File: config.mk
export PLATFORM = sky130hd
export DESIGN_NAME = encoder_4to2_sync
export DESIGN_NICKNAME = d
export VERILOG_FILES = /design/src/rtl/encoder_4to2_sync.sv
export SDC_FILE = /design/constraint.sdc
export NUM_CORES = 1
export LEC_CHECK = 0
export ABC_AREA = 1
export BUFFER_PORTS_ARGS = -buffer_cell sky130_fd_sc_hd__buf_4
export CAP_MARGIN = 20
export CORE_AREA = 4 4 41 43
export DETAILED_ROUTE_END_ITERATION = 8
export DIE_AREA = 0 0 45 47
export GPL_ROUTABILITY_DRIVEN = 0
export PLACE_DENSITY = 0.65
export SLEW_MARGIN = 10
export SYNTH_ARGS = -nofsm -noshare
export SYNTH_HDL_FRONTEND = slang
export SYNTH_SLANG_ARGS = --single-unit
File: constraint.sdc
create_clock -name clk -period 1.4 [get_ports clk]
set_input_delay 0.21 -clock clk [delete_from_list [all_inputs] [get_ports clk]]
set_output_delay 0.21 -clock clk [all_outputs]
set_load 0.005 [all_outputs]
File: src/rtl/encoder_4to2_sync.sv
// Registered 4-to-2 priority encoder: latches request pulses and presents them highest first
// over a valid/ready handshake. Define TRISTATE_OUT_EN to float y1/y0 while disabled.
module encoder_4to2_sync (
    input  logic clk,
    input  logic rst_n,
    input  logic en,
    input  logic in3,
    input  logic in2,
    input  logic in1,
    input  logic in0,
    input  logic ready,
    output logic y1,
    output logic y0,
    output logic valid,
    output logic ovf
);

    typedef enum logic {
        StEmpty = 1'b0,
        StHold  = 1'b1
    } state_e;

    state_e     state_q;
    logic [3:0] pend_q;
    logic [1:0] code_q;
    logic       ovf_q;

    logic [3:0] req;
    logic       acc;
    logic [3:0] clr;
    logic [3:0] pend_d;
    logic       ovf_d;
    logic [1:0] top_idx;

    always_comb begin
        req    = {in3, in2, in1, in0};
        acc    = (state_q == StHold) && ready;
        clr    = acc ? (4'b0001 << code_q) : 4'b0000;
        // A request landing on the bit being accepted re-arms it rather than overflowing.
        pend_d = (pend_q & ~clr) | req;
        ovf_d  = |(req & pend_q & ~clr);
    end

    // Highest set bit of the next pending set; 0 when nothing is pending.
    always_comb begin
        top_idx = 2'd0;
        for (int i = 0; i < 4; i++) begin
            if (pend_d[i]) begin
                top_idx = i[1:0];
            end
        end
    end

    always_ff @(posedge clk) begin
        if (!rst_n) begin
            state_q <= StEmpty;
            pend_q  <= 4'b0000;
            code_q  <= 2'd0;
            ovf_q   <= 1'b0;
        end else if (!en) begin
            ovf_q <= 1'b0;
        end else begin
            pend_q <= pend_d;
            ovf_q  <= ovf_d;
            case (state_q)
                StEmpty: begin
                    code_q <= top_idx;
                    if (|pend_d) begin
                        state_q <= StHold;
                    end
                end
                StHold: begin
                    // No preemption: the presented code only changes on accept.
                    if (ready) begin
                        code_q  <= top_idx;
                        state_q <= (|pend_d) ? StHold : StEmpty;
                    end
                end
                default: state_q <= StEmpty;
            endcase
        end
    end

    assign valid = en && (state_q == StHold);
    assign ovf   = en && ovf_q;

`ifdef TRISTATE_OUT_EN
    assign y1 = en ? code_q[1] : 1'bz;
    assign y0 = en ? code_q[0] : 1'bz;
`else
    assign y1 = en && code_q[1];
    assign y0 = en && code_q[0];
`endif

endmodule

==> metrics.txt, run 1 <==
outcome=complete, no violations; final hold violations=0; CORE AREA=1300 um2; Clk pwr share=around a third; Worst-path clk slew=approximately 60 ps; syn nets=82; register area share after synthesis=35.6%; vias in the first global route=380; fin crit share=79.0%; endpoint class of the critical path=primary output; Worst slew margin=about 83%; area leader, netlist=dfxtp_1; final setup vio count=0; clk_skew=8.18 ps; Worst Path Class, Setup=reg -> out; CP max stage delay=roughly 410 ps; PortBufs=11; Mapped Avg Cell Area=slightly above 6 um2; RSZ-0062 raised after global routing=no; share of cells above drive strength 1=between 20 and 25%; FMAX=905 MHz; CP Launch Type=flip-flop; combinational power share=~19%; num ports=12; largest family of logic cells by synthesized area=simple AND/OR/NAND/NOR gates; Post-Syn Area=around 450 um2; dpl cells=99; fillcell total=150; Worst Path Required=between 1000 and 1500 ps; crit-path cells=nand2_1, inv_1, buf_4; Setup TNS=0 ps; worst vdd ir=between 300 and 400 uV; CTS buffer count=3; first-pass GRT wire length=approximately 1600 um; Synth cell types=16; register area=about 160 um2; worst-skew pair later-pin latency=260 ps; clk root buf=clkbuf_4; PD cells=963 nW/um2; Max clock buf depth=2; post-synthesis mux area share=0%; Net Sw Frac=28.7%; hold buffers post-CTS=0; dpl hpwl=slightly below 800 um; Buf/Inv on CP=2; max cap viols=0; synth warn=0; TritonCTS clock tree=built; Die W=roughly 45 um; vias per cell=between 4 and 5; crit path DAT=900 ps; GRT Residual Overflow=0; XOR/XNOR Fraction of Synth Area=0%; First DRT Iteration DRCs=12; final max-slew violation count=0; total detailed-routing wirelength=979 um; Area Growth Syn to Fin=26.4%; Ant. Diodes=0; share of the synthesized area in the top cell type=35.6%; Pint=0.000391 W; via count=452; slowest CP cell=dfxtp_1; antenna-violating nets left=0; Slew @ Worst Pin=262 ps; GRT Total Usage=11.1%; Rows=13; initial antenna violation count=0; final cell count without fillers=102; Yosys reg bits=8; Simple-Gate Fraction of Synth Area=32.5%; fin crit period=between 1000 and 1500 ps; fin nets=97; setup bufs post-CTS=0; sw power=0.000157 W; largest net degree at the start of global routing=13; Synth Instances=74; post-cts repair resize count=0; DR pass1 iterations=4; # clock sinks=8; Placed Area=547 um2; die area=2120 um2; CTS H-tree lvls=1; adder-cell share of the synthesized area=0%; starting density of the core=between 30% and 40%; most common cell after layout, fill and taps aside=inv_1; most frequent cells in the layout=17 x inv_1, 14 x nand2_1, 12 x nor2_1, 11 x buf_4, 8 x dfxtp_1; DRC Markers=0; top cells by area, synth=dfxtp_1 36%, inv_1 14%, nand2_1 12%; Crit Path Max Fanout=6; leakage=around 0.34 nW; Top Family by Delay on Critical Path=flip-flops; Tightest Hold Check Type=in -> reg; compound-gate portion of the synthesized area=15.8%; multi-input logic area=218 um2; wire per inst=between 9 and 10 um; post-route cell area=around 570 um2; Die Height=around 47 um; sequential fraction of design power=between 40% and 50%
power groups by stage:
stage	Clock, W	Sequential, W	Combinational, W
2_1_floorplan	0	0.000263	0.0000647
3_3_place_gp	0	0.000267	0.000102
3_5_place_dp	0	0.000267	0.000102
4_1_cts	0.000192	0.000262	0.000103
5_1_grt	0.000199	0.000266	0.000116
6_report	0.000185	0.000262	0.000101
final cells by class:
type / count / share of cell area [%]
well taps: 15 / 3.30
multi-input cells: 47 / 38.2
inverters: 18 / 11.9
flip-flops and latches: 8 / 28.1
clock buffers: 3 / 3.96
repair buffers: 11 / 14.5
cells by family (layout without fill, tap and decap cells):
family | after synthesis | count (layout)
AOI/OAI and AO/OA | 13 | 13
DFF | 8 | 8
buffers and inverters | 19 | 32
and+or+nand+nor | 34 | 34
per-layer routing:
layer | track usage (%) | vias to the layer above | wire length, um
met1 | 12.8 | 190 | 465
met2 | 15.8 | 9 | 421
met3 | 6.13 | 2 | 72
li1 | - | 251 | -
met5 | 0 | - | 0
met4 | 7.02 | 0 | 21
tightest hold or removal path, cell delays in order:
cell      delay, ps
buf_4           110
o211ai_1         80
inv_1            50
stage by stage:
stage          utilization, %  hold slack [ps]  power [W]  worst slack (ps)
4_1_cts                  43.8              208   0.000557               284
3_5_place_dp             42.0              493   0.000369               282
6_report                 43.8              214   0.000548               295
2_1_floorplan               -              337   0.000327               443
5_1_grt                  43.8              233   0.000581               186
3_3_place_gp             42.0              487   0.000369               267
path summary, 6_finish.rpt:
check,startpoint,to,slack [ps],cells after the start
worst min register to register,pend_q[3],pend_q[3],520,2
worst min-delay path,rst_n,pend_q[3],210,3
worst max-delay path,code_q[1],y1,290,3
worst max register to register,state_q,state_q,330,5
registers in the layout (all words and copies together) (netlist names):
| register | cells |
|---|---|
| code_q | 2 |
| state_q | 1 |
| pend_q | 4 |
| ovf_q | 1 |
synth_stat cells:
cell       n
nand4_1    1
a21oi_1    3
o21ai_0    6
o21ai_2    1
o211ai_1   1
nor2_1    12
nand3_2    1
nor2_2     1
dfxtp_1    8
inv_1     17
nand2_2    1
o21ai_1    2
inv_2      1
buf_2      1
nand2_1   14
nand3_1    4
Note: power is estimated with default switching activity, not from simulation.
==> run 2: changes to the inputs <==
- clock period: 1.4 -> 1.15 ns (I/O delays scaled with it)
==> run 2 against run 1 <==
  * Critical endpoint is now state_q
  * Global-route usage grew 0.23 points
  * Largest cell class unchanged
  * Combinational power grew 26%
  * Highest routed layer unchanged
  * Non-clock buffer count grew 1
==> metrics.txt, run 2 (same netlist as run 1, synthesis figures left out) <==
Die W=45 um; Ant. Diodes=0; Biggest register=pend_q; reg-to-reg critical path endpoint=state_q; Worst-path clk slew=60 ps; Die Height=between 40 and 50 um; CTS H-tree lvls=1; combinational power share=a little under a fifth; Max clock buf depth=2; crit-path cells=nand2_2, o21ai_2, nand3_2, nor2_2, a21oi_1; slowest CP cell=dfxtp_2; launch point of the worst hold path=rst_n; fin crit share=90.3%; PD cells=1150 nW/um2; dpl cells=100; vias per cell=4.41; Rows=13; post-route cell area=581 um2; total power=approximately 0.00067 W; Crit Path Max Fanout=5; vias in the first global route=approximately 380; FMAX=963 MHz; # clock sinks=8; CTS buffer count=3; worst vdd ir=590 uV; wire per inst=9.40 um; post-cts repair resize count=0; max cap viols=0; Hold Path End=ovf_q; WHS Path Cells=3; Clk pwr share=32.8%; Area Growth Syn to Fin=28.9%; RSZ-0062 raised after global routing=no; dpl hpwl=766 um; Slew @ Worst Pin=262 ps; clk_skew=5.16 ps; PortBufs=11; worst-skew pair later-pin latency=260 ps; final hold violations=0; initial antenna violation count=0; final max-slew violation count=0; fin crit period=1040 ps; GRT Total Usage=11.3%; first-pass GRT wire length=1610 um; max reg flops=4; endpoint class of the critical path=flip-flop; reg2reg start=state_q; num ports=12; most common cell after layout, fill and taps aside=inv_1; fin nets=98; via count=~450; fillcell total=156; First DRT Iteration DRCs=10; most frequent cells in the layout=17 x inv_1, 14 x nand2_1, 12 x nor2_1, 12 x buf_4; GRT Residual Overflow=0; sw power=~0.00019 W; largest net degree at the start of global routing=12; final setup vio count=0; DRC Markers=0; total detailed-routing wirelength=968 um; crit path DAT=about 1200 ps; final cell count without fillers=approximately 100; Pint=0.000480 W; CORE AREA=between 1000 and 1500 um2; CP max stage delay=approximately 370 ps; Worst slew margin=between 80% and 90%; CP Launch Type=flip-flop; Worst Path Required=1290 ps; Tightest Hold Check Type=in -> reg; DR pass1 iterations=4; cells on worst reg2reg path=5; outcome=complete, no violations; leakage=0.341 nW; Net Sw Frac=between 20% and 30%; antenna-violating nets left=0; die area=2120 um2; clk root buf=clkbuf_4; internal reg-to-reg setup slack=between 100 and 150 ps; Placed Area=554 um2; largest registers=pend_q (4), code_q (2); share of cells above drive strength 1=26.1%; Worst Path Class, Setup=reg -> reg; sequential fraction of design power=48.1%; setup bufs post-CTS=0; starting density of the core=34.6%; Setup TNS=0 ps; TritonCTS clock tree=built; Finished Core Util=44.6%; hold buffers post-CTS=0
==> run 2: metal layers <==
layer	share of wire (%)	GRT usage, %
met5	0	0
met2	42	14.4
met1	47	14.6
met3	7.4	2.68
met4	4.1	12.3
==> run 2: power by group through the flow <==
stage / sequential, W / clock [W] / combinational (W)
final: 0.000321 / 0.000218 / 0.000127
after global routing: 0.000324 / 0.000236 / 0.000149
after floorplan: 0.000320 / 0 / 0.0000788
after CTS: 0.000318 / 0.000225 / 0.000128
after global placement: 0.000324 / 0 / 0.000128
after detailed placement: 0.000324 / 0 / 0.000127
==> run 2: area by class of cell <==
class	instances	area (um2)	share of cell area [%]
multi-input cells	47	218	37.5
repair buffers	12	90.1	15.5
clock buffers	3	22.5	3.88
well taps	15	18.8	3.23
flip-flops and latches	8	164	28.2
inverters	18	67.6	11.6
==> run 2: worst max path at each step <==
stage | from | depth (start not counted) | endpoint | slack (ps)
CTS | state_q | 5 | state_q | 70
floorplan | state_q | 5 | state_q | 190
global placement | state_q | 7 | ovf_q | 70
detailed placement | state_q | 5 | state_q | 70
global route | state_q | 5 | state_q | 7
finish | state_q | 5 | state_q | 110
==> run 2: critical path, delay by kind of cell (launching register included) <==
family,cells,cell delay [ps]
and+or+nand+nor,3,290
DFF,1,370
AOI/OAI and AO/OA,2,260
==> run 2: stage by stage <==
step | hold WS, ps | setup WS (ps)
after floorplan | 300 | 193
after global placement | 453 | 73.3
after detailed placement | 454 | 72.9
after CTS | 184 | 65.3
after global routing | 216 | 7.23
final | 192 | 112
